==> config.mk <==
export PLATFORM = sky130hd
export DESIGN_NAME = weight_kernel_bank
export DESIGN_NICKNAME = d
export VERILOG_FILES = /design/src/rtl/weight_kernel_pkg.sv /design/src/rtl/weight_kernel_regfile.sv /design/src/rtl/weight_kernel_bank.sv
export SDC_FILE = /design/constraint.sdc
export NUM_CORES = 1
export LEC_CHECK = 0
export CAP_MARGIN = 20
export CORE_MARGIN = 5
export CORE_UTILIZATION = 57
export CTS_CLUSTER_DIAMETER = 60
export DETAILED_ROUTE_END_ITERATION = 7
export DONT_BUFFER_PORTS = 1
export PLACE_DENSITY = 0.77
export SYNTH_ARGS = -nofsm -noshare
export SYNTH_HDL_FRONTEND = slang
export SYNTH_SLANG_ARGS = --single-unit
==> constraint.sdc <==
create_clock -name clk_in -period 19.4 [get_ports clk_in]
set_clock_uncertainty 0.2 [all_clocks]
set_input_delay 0 -clock clk_in [delete_from_list [all_inputs] [get_ports clk_in]]
set_output_delay 0 -clock clk_in [all_outputs]
set_load 0.005 [all_outputs]
==> src/rtl/weight_kernel_pkg.sv <==
// Shared types and helpers for the weight kernel bank.
// Optional build macro WEIGHT_BANK_DEFAULT_INIT_EN: both banks reset to DEFAULT_WEIGHT.
package weight_kernel_pkg;

  // Load/swap controller states.
  typedef enum logic {
    LOAD = 1'b0,
    FULL = 1'b1
  } state_t;

  // Reset value of every tap when default initialisation is enabled.
  localparam logic signed [7:0] DEFAULT_WEIGHT = 8'sh20;

  function automatic int taps(input int kh, input int kw);
    return kh * kw;
  endfunction

  function automatic int total(input int nk, input int kh, input int kw);
    return nk * kh * kw;
  endfunction

  // Index width that stays at least one bit for degenerate sizes.
  function automatic int idx_width(input int n);
    return (n > 1) ? $clog2(n) : 1;
  endfunction

endpackage

==> src/rtl/weight_kernel_regfile.sv <==
// NK x TAPS register bank: single-word write port, whole-bank parallel load
// and full parallel read. Parallel load has priority over the word write.
module weight_kernel_regfile
  import weight_kernel_pkg::*;
#(
  parameter int NK = 4,
  parameter int TAPS = 9,
  parameter int WW = 8,
  parameter logic [WW-1:0] INIT = '0
) (
  input  logic                               clk,
  input  logic                               rst,
  input  logic                               we,
  input  logic [idx_width(NK)-1:0]           wk,
  input  logic [idx_width(TAPS)-1:0]         wt,
  input  logic [WW-1:0]                      wdata,
  input  logic                               ld,
  input  logic [NK-1:0][TAPS-1:0][WW-1:0]    ld_data,
  output logic [NK-1:0][TAPS-1:0][WW-1:0]    rd_data
);

  // Storage: reset to INIT, bulk copy on ld, otherwise single addressed write.
  always_ff @(posedge clk or posedge rst) begin
    if (rst) begin
      for (int k = 0; k < NK; k++)
        for (int t = 0; t < TAPS; t++)
          rd_data[k][t] <= INIT;
    end else if (ld) begin
      rd_data <= ld_data;
    end else if (we) begin
      for (int k = 0; k < NK; k++)
        for (int t = 0; t < TAPS; t++)
          if (32'(wk) == k && 32'(wt) == t)
            rd_data[k][t] <= wdata;
    end
  end

endmodule

==> src/rtl/weight_kernel_bank.sv <==
// Double-buffered conv kernel store. Words stream into the shadow bank; a swap
// in FULL copies shadow to active. The selected active kernel is registered
// onto weight_o with tap [0][0] at the LSBs.
// Optional build macro WEIGHT_BANK_DEFAULT_INIT_EN: banks reset to
// DEFAULT_WEIGHT and weight_valid_out resets high.
//
// Load handshake: a word is taken on a rising clk_in edge when
// load_valid_in && load_ready_out; load_ready_out is high only in LOAD and
// outside reset, and does not depend on load_valid_in.
module weight_kernel_bank
  import weight_kernel_pkg::*;
#(
  parameter int KERNEL_WIDTH  = 3,
  parameter int KERNEL_HEIGHT = 3,
  parameter int WEIGHT_WIDTH  = 8,
  parameter int NUM_KERNELS   = 4
) (
  input  logic                                  clk_in,
  input  logic                                  rst_in,
  input  logic                                  load_valid_in,
  output logic                                  load_ready_out,
  input  logic [WEIGHT_WIDTH-1:0]               load_data_in,
  input  logic                                  load_last_in,
  output logic                                  load_err_out,
  input  logic                                  err_clr_in,
  input  logic                                  swap_req_in,
  output logic                                  swap_ack_out,
  input  logic [idx_width(NUM_KERNELS)-1:0]     kernel_sel_in,
  output logic                                  weight_valid_out,
  output logic signed [KERNEL_HEIGHT-1:0][KERNEL_WIDTH-1:0][WEIGHT_WIDTH-1:0] weight_o,
  output state_t                                dbg_state
);

  localparam int TAPS_N  = taps(KERNEL_HEIGHT, KERNEL_WIDTH);
  localparam int TOTAL_N = total(NUM_KERNELS, KERNEL_HEIGHT, KERNEL_WIDTH);
  localparam int CW      = idx_width(TOTAL_N);
  localparam int KSW     = idx_width(NUM_KERNELS);
  localparam int TSW     = idx_width(TAPS_N);
  localparam logic [CW-1:0] LAST_CNT = CW'(TOTAL_N - 1);

`ifdef WEIGHT_BANK_DEFAULT_INIT_EN
  localparam logic [WEIGHT_WIDTH-1:0] INIT_W = WEIGHT_WIDTH'(DEFAULT_WEIGHT);
  localparam logic VALID_RST = 1'b1;
`else
  localparam logic [WEIGHT_WIDTH-1:0] INIT_W = '0;
  localparam logic VALID_RST = 1'b0;
`endif

  typedef logic [NUM_KERNELS-1:0][TAPS_N-1:0][WEIGHT_WIDTH-1:0] bank_t;
  typedef logic [TAPS_N-1:0][WEIGHT_WIDTH-1:0] kernel_t;

  state_t        state_q, state_d;
  logic [CW-1:0] cnt_q, cnt_d;
  logic          err_d, ack_d, valid_d;
  logic          accept, at_end, swap_do;
  logic [KSW-1:0] wr_k;
  logic [TSW-1:0] wr_t;
  bank_t         shadow_rd, active_rd;
  kernel_t       sel_kernel;

  assign load_ready_out = (state_q == LOAD) && !rst_in;
  assign accept         = load_valid_in && load_ready_out;
  assign at_end         = (cnt_q == LAST_CNT);
  assign wr_k           = KSW'(32'(cnt_q) / TAPS_N);
  assign wr_t           = TSW'(32'(cnt_q) % TAPS_N);
  assign dbg_state      = state_q;

  // Controller registers: state, word counter, sticky error, ack pulse, valid flag.
  always_ff @(posedge clk_in or posedge rst_in) begin
    if (rst_in) begin
      state_q          <= LOAD;
      cnt_q            <= '0;
      load_err_out     <= 1'b0;
      swap_ack_out     <= 1'b0;
      weight_valid_out <= VALID_RST;
    end else begin
      state_q          <= state_d;
      cnt_q            <= cnt_d;
      load_err_out     <= err_d;
      swap_ack_out     <= ack_d;
      weight_valid_out <= valid_d;
    end
  end

  // Next-state logic: framing check on each accepted word, swap only from FULL.
  always_comb begin
    state_d = state_q;
    cnt_d   = cnt_q;
    err_d   = load_err_out;
    ack_d   = 1'b0;
    valid_d = weight_valid_out;
    swap_do = 1'b0;
    // Clear first so an error detected this cycle still sets the flag.
    if (err_clr_in) err_d = 1'b0;
    case (state_q)
      LOAD: begin
        if (accept) begin
          if (load_last_in && at_end) begin
            state_d = FULL;
            cnt_d   = '0;
          end else if (load_last_in || at_end) begin
            err_d = 1'b1;
            cnt_d = '0;
          end else begin
            cnt_d = cnt_q + 1'b1;
          end
        end
      end
      FULL: begin
        if (swap_req_in) begin
          swap_do = 1'b1;
          ack_d   = 1'b1;
          valid_d = 1'b1;
          state_d = LOAD;
        end
      end
      default: state_d = LOAD;
    endcase
  end

  weight_kernel_regfile #(
    .NK(NUM_KERNELS), .TAPS(TAPS_N), .WW(WEIGHT_WIDTH), .INIT(INIT_W)
  ) u_shadow (
    .clk(clk_in), .rst(rst_in),
    .we(accept), .wk(wr_k), .wt(wr_t), .wdata(load_data_in),
    .ld(1'b0), .ld_data('0),
    .rd_data(shadow_rd)
  );

  weight_kernel_regfile #(
    .NK(NUM_KERNELS), .TAPS(TAPS_N), .WW(WEIGHT_WIDTH), .INIT(INIT_W)
  ) u_active (
    .clk(clk_in), .rst(rst_in),
    .we(1'b0), .wk('0), .wt('0), .wdata('0),
    .ld(swap_do), .ld_data(shadow_rd),
    .rd_data(active_rd)
  );

  // Kernel select: out-of-range indices yield an all-zero kernel.
  always_comb begin
    sel_kernel = '0;
    for (int k = 0; k < NUM_KERNELS; k++)
      if (32'(kernel_sel_in) == k) sel_kernel = active_rd[k];
  end

  // Output register: one cycle from kernel_sel_in to weight_o.
  always_ff @(posedge clk_in or posedge rst_in) begin
    if (rst_in) weight_o <= '0;
    else        weight_o <= sel_kernel;
  end

endmodule

# ---- Yosys cells after proc, flatten, opt, wreduce, memory -nomap -nowiden
# Index checks and enable logic that the tools add are counted.
dict set report word_totals {
  register_bits 658
  output_inout_bits 77
  word_cells 204
  in_bits 16
}
dict set report op_classes {
  addsub 1
  eq_ne 15
  muxes 17
  reduce_logical 82
  n_div 2
  bitwise_logic 1
}
# operator count
set op_table {}
lappend op_table {{72-bit two-way mux} 4}
lappend op_table {{2-bit AND reduction} 38}
lappend op_table {{1-bit logical AND} 39}
lappend op_table {{6-bit by 4-bit divider with 32-bit output (second input constant)} 1}
lappend op_table {{6-bit by 4-bit modulo with 32-bit output (second input constant)} 1}
lappend op_table {{4-bit by 3-bit == test with 1-bit output (second input constant)} 4}
lappend op_table {{6-bit two-way mux} 2}
lappend op_table {{1-bit two-way mux} 10}
lappend op_table {{2-bit == test (second input constant)} 4}
lappend op_table {{4-bit by 2-bit == test with 1-bit output (second input constant)} 2}
lappend op_table {{6-bit by 1-bit adder with 6-bit output (second input constant)} 1}
lappend op_table {{6-bit == test (second input constant)} 1}
lappend op_table {{2-bit by 1-bit == test with 1-bit output (second input constant)} 2}
lappend op_table {{4-bit by 1-bit == test with 1-bit output (second input constant)} 1}
lappend op_table {{4-bit == test (second input constant)} 1}
lappend op_table {{2-bit zero test} 2}
lappend op_table {{4-bit zero test} 1}
lappend op_table {{1-bit case mux with 2 select lines} 1}
lappend op_table {{1-bit zero test} 1}
lappend op_table {{1-bit logical OR} 1}
lappend op_table {{1-bit inverter} 1}

# ---- Longest topological paths before layout
# Gate-level depths: netlist (run 1).
dict set report depth {
  ltp_word 6
  mapped_depth 17
  ltp_nobuf 14
}

# ---- By module
# From an unflattened synthesis (run 1), not the netlist that was laid out.
dict set report unflattened {
  cells_unflattened 3677
  area_unflattened_um2 34510.6
}
# module instances area_each_um2 cells_each
set modules_own_cells {}
lappend modules_own_cells {{weight_kernel_regfile (u_active)} 1 15107.0 1693}
lappend modules_own_cells {{weight_kernel_regfile (u_shadow)} 1 14800.4 1693}
lappend modules_own_cells {weight_kernel_bank 1 4603.2 291}

# ---- Worst setup path before layout (run 1)
# Ideal clock, no wire load.
dict set report synth_path {
  kind {reg2reg}
  from {register cnt_q[2]}
  to {register u_shadow.rd_data[180] (netlist bit)}
  setup_time_ps 125
  path_slack_ps 14441
  path_buffers 2
  period_less_slack_ps 4959
  t_arrival_ps 4634
  stages_incl_launch_ff 17
  cell_sequence {dfrtp_1 buf_2 nand2b_1 o21a_1 ha_1 a21bo_2 o221a_2 nor3_1 xnor2_1 ha_1 nor2b_1 o21ai_1 a2111oi_4 buf_2 mux2_2 nor2_1 mux2_2}
}
dict set report synth_via {
  elab_chain_cells 4
}
# item line
set synth_lines {}
lappend synth_lines {{start, declared} weight_kernel_bank.sv:53} ;# logic [CW-1:0] cnt_q, cnt_d;
lappend synth_lines {{start signal, assigned} weight_kernel_bank.sv:78} ;# cnt_q <= cnt_d;
lappend synth_lines {{6-bit by 4-bit modulo with 32-bit output or 6-bit by 4-bit divider with 32-bit output (tied branches)} {weight_kernel_bank.sv:65, weight_kernel_bank.sv:64}}
lappend synth_lines {{4-bit by 3-bit == test with 1-bit output or 2-bit == test (tied branches)} weight_kernel_regfile.sv:33} ;# if (32'(wk) == k && 32'(wt) == t)
lappend synth_lines {{1-bit logical AND (*)} weight_kernel_regfile.sv:33}
lappend synth_lines {{2-bit AND reduction (no line) (*)} n/a}
lappend synth_lines {{end signal, assigned} weight_kernel_regfile.sv:29} ;# rd_data <= ld_data;
lappend synth_lines {{end signal, assigned by index} weight_kernel_regfile.sv:34} ;# rd_data[k][t] <= wdata;
lappend synth_lines {{end, declared} weight_kernel_regfile.sv:19} ;# output logic [NK-1:0][TAPS-1:0][WW-1:0] rd_data
# Every way passes the cells marked *; elsewhere a longest branch is shown, timed or not.
# A chain may end at the register's enable or synchronous reset.

# ---- Worst setup path after layout (run 1)
dict set report layout_path {
  from {register cnt_q[4]}
  to {register u_shadow.rd_data[182] (netlist bit)}
}
# The elaborated chain is that of the path after synthesis.

==> load_flow_metrics.sql, run 1 <==
INSERT INTO impl_metrics (metric_group, metric, value, unit) VALUES
('final_layout', 'multi_input_comb_area', '9370', 'um2'),
('worst_setup_path', 'timing_worst_setup_path_type', 'reg2reg', ''),
('worst_setup_path', 'setup.worst_path.start', 'cnt_q[4]', ''),
('sta', 'tns', '0', 'ps'),
('global_route', 'grt_start_max_net_pins', '127', ''),
('global_route', 'via_count_of_the_first_global_routing_pass', '14709', ''),
('cts', 'htree_num_levels', '3', ''),
('sta', 'clock.fmax', '155', 'MHz'),
('worst_setup_path', 'worstSetupStartpointType', 'register', ''),
('power', 'vdd_ir_drop_max', '0.0869', 'mV'),
('worst_setup_path', 'timing.critical_path.slowest_cell_delay', '910', 'ps'),
('synthesis', 'synth_enable_flop_cells', '0', ''),
('cts', 'cts-resized-gates', '0', ''),
('worst_setup_path', 'worst_r2r_startpoint', 'cnt_q[4]', ''),
('final_layout', 'drive_above_1_share', '47.8', '%'),
('worst_setup_path', 'critical_path_capture_point_type', 'register', ''),
('drt', 'antenna_left', '0', ''),
('drt', 'wire_length_on_met3', '2370', 'um'),
('floorplan', 'horiz_die_dim', '225', 'um'),
('synthesis', 'mappedNetlistArea', '26300', 'um2'),
('synthesis', 'synth_xor_xnor_area_share', '0.133', '%'),
('synthesis', 'ys_dominant_reg_cell', 'sky130_fd_sc_hd__dfrtp_1', ''),
('drt', 'route.detailed.drc', '0', ''),
('run_status', 'run_status', 'completed', ''),
('cts', 'ctsRootBufferMaster', 'sky130_fd_sc_hd__clkbuf_16', ''),
('cts', 'numCtsBuffers', '69', ''),
('drt', 'm1WireLength', '22900', 'um'),
('sta', 'timing.hold.ws', '185', 'ps'),
('cts', 'path_clk_slew', '60', 'ps'),
('drt', 'route.detailed.wl_per_inst', '23.0', 'um'),
('worst_setup_path', 'timing.critical_path.fanout_max', '16', ''),
('placement', 'dp_hpwl', '29200', 'um'),
('synthesis', 'combinational_family_with_the_most_area_after_synthesis', 'multiplexers', ''),
('drt', 'firstDrtPassIters', '4', ''),
('final_layout', 'fillers', '3164', ''),
('worst_setup_path', 'rr_endpoint', 'u_shadow.rd_data[182]', ''),
('synthesis', 'synth.ff_latch_count', '658', ''),
('floorplan', 'die_y', '225', 'um'),
('synthesis', 'post_synth_num_cell_types', '55', ''),
('cts', 'insertion_delay', '580', 'ps'),
('worst_setup_path', 'cp_cell_sequence', 'nor3_1, inv_1, ha_1, and3b_1, o2111a_1, nor3_1, xnor2_1, ha_1, nor2b_1, o21ai_1, a2111oi_4, mux2_2, nor2_1, mux2_2, dlygate4sd3_1', ''),
('power', 'leakage', '14.5', 'nW'),
('hold_path', 'hold_path_class', 'in2reg', ''),
('worst_setup_path', 'cp_slowest_cell', 'sky130_fd_sc_hd__a2111oi_4', ''),
('drt', 'initial_drt_markers', '824', ''),
('placement', 'gp_routability_congestion', '0.816', ''),
('global_route', 'grt.total_usage', '21.4', '%'),
('drt', 'wirelength', '52300', 'um'),
('floorplan', 'floorplan.core_area', '45500', 'um2'),
('synthesis', 'synth_simple_gate_area_share', '2.79', '%'),
('synthesis', 'synth_compound_area_share', '1.21', '%'),
('synthesis', 'synth.net_count', '1617', ''),
('synthesis', 'synth_mux_area_share', '31.1', '%'),
('sta', 'worstMarginPinSlew', '1070', 'ps'),
('cts', 'clkSinkCount', '658', ''),
('floorplan', 'die_area', '50500', 'um2'),
('floorplan', 'rows', '78', ''),
('sta', 'drv_slew', '0', ''),
('synthesis', 'netlist_instances', '1593', ''),
('drt', 'route.met2.wl', '26000', 'um'),
('final_layout', 'syn2layout_area_growth', '12.3', '%'),
('cts', 'cts_max_path_buffers', '3', ''),
('worst_setup_path', 'timing.critical_path.arrival', '6740', 'ps'),
('final_layout', 'layout.nets', '1643', ''),
('worst_setup_path', 'ff2ff_setup_slack', '12930', 'ps'),
('synthesis', 'synthAdderAreaFrac', '0.419', '%'),
('worst_setup_path', 'required', '19660', 'ps'),
('sta', 'timing_hold_violations_final', '0', ''),
('global_route', 'grt_pass1_wl', '85000', 'um'),
('floorplan', 'io_pins', '93', ''),
('sta', 'fin_crit_sh', '33.4', '%');
-- Yosys cell counts, drive strengths merged (2+ instances only) --
cell type / n / area [um2]
dfrtp: 658 / 16500
mux2: 578 / 6510
clkbuf: 79 / 297
mux4: 72 / 1620
nor2: 26 / 105
nand2: 22 / 82.6
buf: 20 / 95.1
nand3: 16 / 80.1
o21ai: 15 / 78.8
nor3: 11 / 98.9
inv: 10 / 37.5
nand2b: 9 / 56.3
ha: 8 / 100
nor4: 8 / 125
or4: 8 / 60.1
or3: 7 / 43.8
mux2i: 4 / 40.0
or2: 4 / 25.0
a21oi: 3 / 15.0
xnor2: 3 / 26.3
a31oi: 2 / 18.8
and2: 2 / 12.5
and3: 2 / 12.5
nor2b: 2 / 12.5
o2111ai: 2 / 23.8
o211a: 2 / 20.0
o21a: 2 / 15.0
o221ai: 2 / 23.8
o22ai: 2 / 12.5
-- state kept, by name, summed over array words and instances, names as in the netlist --
register	flops
cnt_q	6
dbg_state	1
load_err_out	1
swap_ack_out	1
u_active.rd_data	288
u_shadow.rd_data	288
weight_o	72
weight_valid_out	1
-- layout make-up --
cell class	count	share of cell area (%)
tap	600	2.55
timing repair buffer	54	2.31
inverter	10	0.178
antenna	2	0.0170
sequential	658	55.8
clock inverter	21	0.547
clock buffer	100	6.80
multi-input combinational	826	31.8
-- power breakdown --
group	internal [W]	switching [W]
clock	0.000733	0.000519
combinational	0.000230	0.000227
sequential	0.00158	0.000108
-- metrics by stage --
stage	std cells	util (%)	setup slack [ps]	total power, W	instance area, um2
6_report	2271	64.8	12930	0.00340	29500
5_1_grt	2271	64.8	12400	0.00356	29500
4_1_cts	2266	64.6	13010	0.00343	29400
3_5_place_dp	2105	58.7	13560	0.00213	26700
3_3_place_gp	2105	58.7	13680	0.00210	26700
2_1_floorplan	1593	-	761	0.00204	26300
-- logic make-up (layout without fill, tap and decap cells) --
logic type      Yosys count  in the layout
fa+ha+maj                 9              9
buf+inv                 109            185
mux                     654            654
simple gates            119            119
flops                   658            658
xor+xnor                  4              4
other cells               0              2
compound gates           40             40
-- cells in the final DEF, fill, tap and decap left out, drive strengths merged, types with 2 or more instances in the layout --
cell type	count
ha	8
o211a	2
mux2i	4
clkinv	14
nand3	16
nor3	11
and3	2
mux4	72
dlygate4sd3	30
or3	7
dfrtp	658
nor2b	2
nand2b	9
nor2	26
o21a	2
nor4	8
nand2	22
or4	8
a21oi	3
o221ai	2
clkinvlp	4
o2111ai	2
or2	4
o22ai	2
o21ai	15
buf	24
mux2	578
a31oi	2
inv	12
diode	2
and2	2
xnor2	3
clkbuf	100
-- layer usage --
| metal | vias to the layer above | GRT usage (%) |
|---|---|---|
| li1 | 5819 | - |
| met1 | 7306 | 30.2 |
| met3 | 81 | 4.05 |
| met2 | 244 | 34.6 |
| met4 | 0 | 5.99 |
| met5 | - | 0 |
-- worst min path at each step --
stage                     depth (start not counted)        endpoint    startpoint
after CTS                                         4        cnt_q[2]  load_last_in
after detailed placement                          1  load_ready_out        rst_in
after floorplan                                   1  load_ready_out        rst_in
final                                             3        cnt_q[5]  load_last_in
after global placement                            1  load_ready_out        rst_in
after global routing                              3        cnt_q[5]  load_last_in
-- worst max-delay path: cells and delay by family (launching register included) --
family	cells	cell delay [ps]
DFF	1	540
muxes	2	860
AOI/OAI and AO/OA	3	1300
and+or+nand+nor	5	1760
buffers and inverters	2	650
adders and majority gates	2	700
xor gates and xnor gates	1	340
-- timing repair --
action / 4_1_cts / 5_1_grt
buffers inserted: 0 / 0
hold endpoints to repair: 526 / 0
hold buffers: 40 / 0
Note: power is estimated with default switching activity, not from simulation.
==> inputs of run 2 (changes only) <==
--- a/config.mk
+++ b/config.mk
@@ -5,13 +5,14 @@
 export SDC_FILE = /design/constraint.sdc
 export NUM_CORES = 1
 export LEC_CHECK = 0
+export ABC_AREA = 1
 export CAP_MARGIN = 20
 export CORE_MARGIN = 5
-export CORE_UTILIZATION = 57
+export CORE_UTILIZATION = 63
 export CTS_CLUSTER_DIAMETER = 60
 export DETAILED_ROUTE_END_ITERATION = 7
 export DONT_BUFFER_PORTS = 1
-export PLACE_DENSITY = 0.77
+export PLACE_DENSITY = 0.81
 export SYNTH_ARGS = -nofsm -noshare
 export SYNTH_HDL_FRONTEND = slang
 export SYNTH_SLANG_ARGS = --single-unit
==> constraint.sdc (replaced) <==
create_clock -name clk_in -period 5.98 [get_ports clk_in]
set_clock_uncertainty 0.2 [all_clocks]
set_input_delay 0 -clock clk_in [delete_from_list [all_inputs] [get_ports clk_in]]
set_output_delay 0 -clock clk_in [all_outputs]
set_load 0.005 [all_outputs]
==> run 2 against run 1 <==
Register-to-register slack lost 12000 ps; global-route usage increased by 10 points; sequential power increased to 3.3 times the previous value; critical path depth grew 10; critical path type unchanged; critical endpoint is now u_shadow.rd_data[286]; highest routed layer is now met5.
==> load_flow_metrics.sql, run 2 <==
INSERT INTO impl_metrics (metric_group, metric, value, unit) VALUES
('floorplan', 'io_pins', '93', ''),
('global_route', 'grt_overflow_total', '0', ''),
('drt', 'route.detailed.wl_per_inst', '20.5', 'um'),
('drt', 'antenna_left', '0', ''),
('cts', 'path_clk_slew', '60', 'ps'),
('synthesis', 'synth_enable_flop_cells', '0', ''),
('worst_setup_path', 'crit_buf_inv', '5', ''),
('drt', 'firstDrtPassIters', '6', ''),
('power', 'report.power.total', '0.0117', 'W'),
('drt', 'wirelength', '75300', 'um'),
('placement', 'dpl_worst_slack', '1280', 'ps'),
('sta', 'clock.fmax', '195', 'MHz'),
('synthesis', 'post_synth_num_cell_types', '36', ''),
('worst_setup_path', 'cp_common_cell', 'sky130_fd_sc_hd__nand2_1', ''),
('sta', 'drv_slew', '0', ''),
('cts', 'numCtsBuffers', '69', ''),
('floorplan', 'die_area', '47900', 'um2'),
('drt', 'number_of_vias_in_the_routed_layout', '22721', ''),
('synthesis', 'yosysWarnings', '0', ''),
('drt', 'initial_drt_markers', '3037', ''),
('global_route', 'via_count_of_the_first_global_routing_pass', '22416', ''),
('final_layout', 'layout.nets', '3057', ''),
('worst_setup_path', 'timing.critical_path.arrival', '5460', 'ps'),
('cts', 'cts_tree', 'done', ''),
('final_layout', 'syn2layout_area_growth', '11.2', '%'),
('cts', 'cts_max_path_buffers', '3', ''),
('cts', 'htree_num_levels', '3', ''),
('sta', 'slew_limit_headroom', '25.7', '%'),
('global_route', 'grt_pass1_wl', '121000', 'um'),
('sta', 'timing_hold_violations_final', '0', ''),
('worst_setup_path', 'required', '6320', 'ps'),
('sta', 'final.min_clock_period', '5120', 'ps'),
('worst_setup_path', 'worstSetupStartpointType', 'register', ''),
('synthesis', 'yosysTopAreaCell', 'sky130_fd_sc_hd__dfrtp_1', ''),
('synthesis', 'synth.ff_latch_count', '658', ''),
('sta', 'timing.hold.ws', '116', 'ps'),
('cts', 'insertion_delay', '610', 'ps'),
('run_status', 'run_status', 'completed', ''),
('worst_setup_path', 'crit_family', 'simple AND/OR/NAND/NOR gates', ''),
('placement', 'port_buffers', '0', ''),
('sta', 'worstMarginPinSlew', '1110', 'ps'),
('cts', 'cts-resized-gates', '0', ''),
('global_route', 'antenna_violations_before_repair', '6', ''),
('drt', 'vias_per_cell', '6.19', ''),
('cts', 'ctsRootBufferMaster', 'sky130_fd_sc_hd__clkbuf_16', ''),
('synthesis', 'ys_dominant_reg_cell', 'sky130_fd_sc_hd__dfrtp_1', ''),
('sta', 'finalSetupViolations', '0', ''),
('placement', 'dp_hpwl', '42100', 'um'),
('synthesis', 'netlist_instances', '3097', ''),
('floorplan', 'floorplan.core_area', '43200', 'um2'),
('synthesis', 'mean_cell_area_of_the_mapped_netlist', '8.88', 'um2'),
('final_layout', 'drive_above_1_share', '7.43', '%'),
('worst_setup_path', 'critical_path_capture_point_type', 'register', ''),
('synthesis', 'synth_largest_type_area_fraction', '59.9', '%'),
('synthesis', 'synth.net_count', '3121', ''),
('sta', 'fin_crit_sh', '85.6', '%'),
('final_layout', 'commonest_cells_after_routing_fill_and_taps_aside', 'sky130_fd_sc_hd__nand2_1 (1,402), sky130_fd_sc_hd__dfrtp_1 (658), sky130_fd_sc_hd__nand4_1 (296)', ''),
('synthesis', 'asyncSetResetFlopFracSynth', '100', '%'),
('placement', 'gp_routability_congestion', '0.896', ''),
('final_layout', 'final_common_cell', 'sky130_fd_sc_hd__nand2_1', ''),
('job', 'drv.max_cap_violation_count', '0', ''),
('cts', 'cts.hold.buffers_added', '40', ''),
('floorplan', 'horiz_die_dim', '219', 'um'),
('synthesis', 'synthMostInstantiatedCell', 'sky130_fd_sc_hd__nand2_1', ''),
('power', 'leakage', '16.1', 'nW'),
('synthesis', 'mappedNetlistArea', '27500', 'um2'),
('worst_setup_path', 'cp_slowest_cell', 'sky130_fd_sc_hd__nor2_4', ''),
('synthesis', 'synth.cells.most_frequent', 'sky130_fd_sc_hd__nand2_1 (1,403), sky130_fd_sc_hd__dfrtp_1 (658), sky130_fd_sc_hd__nand4_1 (296)', ''),
('drt', 'route.detailed.drc', '0', ''),
('floorplan', 'initial_core_util', '63.7', '%'),
('worst_setup_path', 'timing.critical_path.fanout_max', '25', ''),
('power', 'power-per-cell-area', '383', 'nW/um2'),
('final_layout', 'reg.largest.list', 'u_active.rd_data x288, u_shadow.rd_data x288, weight_o x72', ''),
('power', 'vdd_ir_drop_max', '0.237', 'mV'),
('cts', 'clkSinkCount', '658', ''),
('floorplan', 'die_y', '219', 'um'),
('floorplan', 'rows', '76', ''),
('cts', 'post_cts_repair_setup_buffers', '0', ''),
('global_route', 'grt_start_max_net_pins', '180', ''),
('global_route', 'grt.total_usage', '31.9', '%'),
('hold_path', 'hold_path_class', 'in2reg', ''),
('worst_setup_path', 'timing_worst_setup_path_type', 'reg2reg', ''),
('synthesis', 'synth_top_cells_by_area', 'sky130_fd_sc_hd__dfrtp_1 (60%), sky130_fd_sc_hd__nand2_1 (19%), sky130_fd_sc_hd__nand4_1 (6.7%), sky130_fd_sc_hd__o21ai_0 (2.0%), sky130_fd_sc_hd__inv_1 (1.7%)', ''),
('synthesis', 'synth-seq-area-share', '59.9', '%'),
('sta', 'final_ws_setup', '864', 'ps'),
('worst_setup_path', 'timing.critical_path.slowest_cell_delay', '610', 'ps'),
('sta', 'grt_setup_unrepaired', 'no', '');
==> run 2: changes by cell type after synthesis, moves of 57 or more <==
cell                      change
sky130_fd_sc_hd__nand2_1   +1381
sky130_fd_sc_hd__buf_2       +57
sky130_fd_sc_hd__mux2_2     -572
sky130_fd_sc_hd__o21ai_0     +99
sky130_fd_sc_hd__nand4_1    +296
sky130_fd_sc_hd__inv_1      +116
sky130_fd_sc_hd__mux4_2      -72
==> run 2: kinds of logic after synthesis <==
| group | count (synthesis) | synth area share, % |
|---|---|---|
| simple gates | 1814 | 28.7 |
| flops | 658 | 59.9 |
| buf+inv | 362 | 5.64 |
| compound gates | 252 | 5.38 |
| fa+ha+maj | 8 | 0.364 |
| xor+xnor | 3 | 0.0955 |
==> run 2: final cells by class <==
| type | instances | area [um2] |
|---|---|---|
| diodes | 3 | 7.51 |
| clock buffers | 100 | 2090 |
| clock inverters | 22 | 248 |
| fillers | 3029 | 12600 |
| inverters | 136 | 522 |
| multi-input cells | 2077 | 9520 |
| flip-flops and latches | 658 | 16500 |
| well taps | 585 | 732 |
| repair buffers | 91 | 1020 |
==> run 2: final timing paths <==
check	startpoint	endpoint	slack, ps	cells past startpoint
setup / recovery	cnt_q[3]	u_shadow.rd_data[286]	860	25
hold / removal	load_last_in	cnt_q[0]	120	6
setup reg to reg	cnt_q[3]	u_shadow.rd_data[286]	860	25
hold reg to reg	u_shadow.rd_data[159]	u_active.rd_data[159]	260	2
max in group asynchronous	rst_in	weight_valid_out	4070	4
min in group asynchronous	rst_in	weight_o[7]	530	4
==> run 2: tightest hold or removal path, cell delays in order <==
cell	delay, ps
sky130_fd_sc_hd__dlygate4sd3_1	520
sky130_fd_sc_hd__inv_1	50
sky130_fd_sc_hd__nand2_1	50
sky130_fd_sc_hd__inv_1	90
sky130_fd_sc_hd__nand3_1	80
sky130_fd_sc_hd__o21ai_0	70
==> run 2: per-layer routing <==
metal / global-route usage [%] / wire [um]
met5: 0 / 13
met4: 12.9 / 2770
met3: 7.90 / 8260
met2: 49.3 / 34800
met1: 43.9 / 29400
==> run 2: stage by stage <==
stage          area, um2  instances   TNS, ps  util [%]
3_5_place_dp       27700       3507         0      64.2
4_1_cts            30600       3669         0      70.9
6_report           30600       3672         0      70.9
3_3_place_gp       27700       3507         0      64.2
5_1_grt            30600       3669         0      70.9
2_1_floorplan      27500       3097  -2115140         -
==> run 2: report_power, final <==
| group | switching (W) | total (W) | internal [W] |
|---|---|---|---|
| clock network | 0.00177 | 0.00438 | 0.00261 |
| logic | 0.00122 | 0.00170 | 0.000481 |
| registers | 0.000432 | 0.00565 | 0.00522 |
| total | 0.00342 | 0.0117 | 0.00830 |
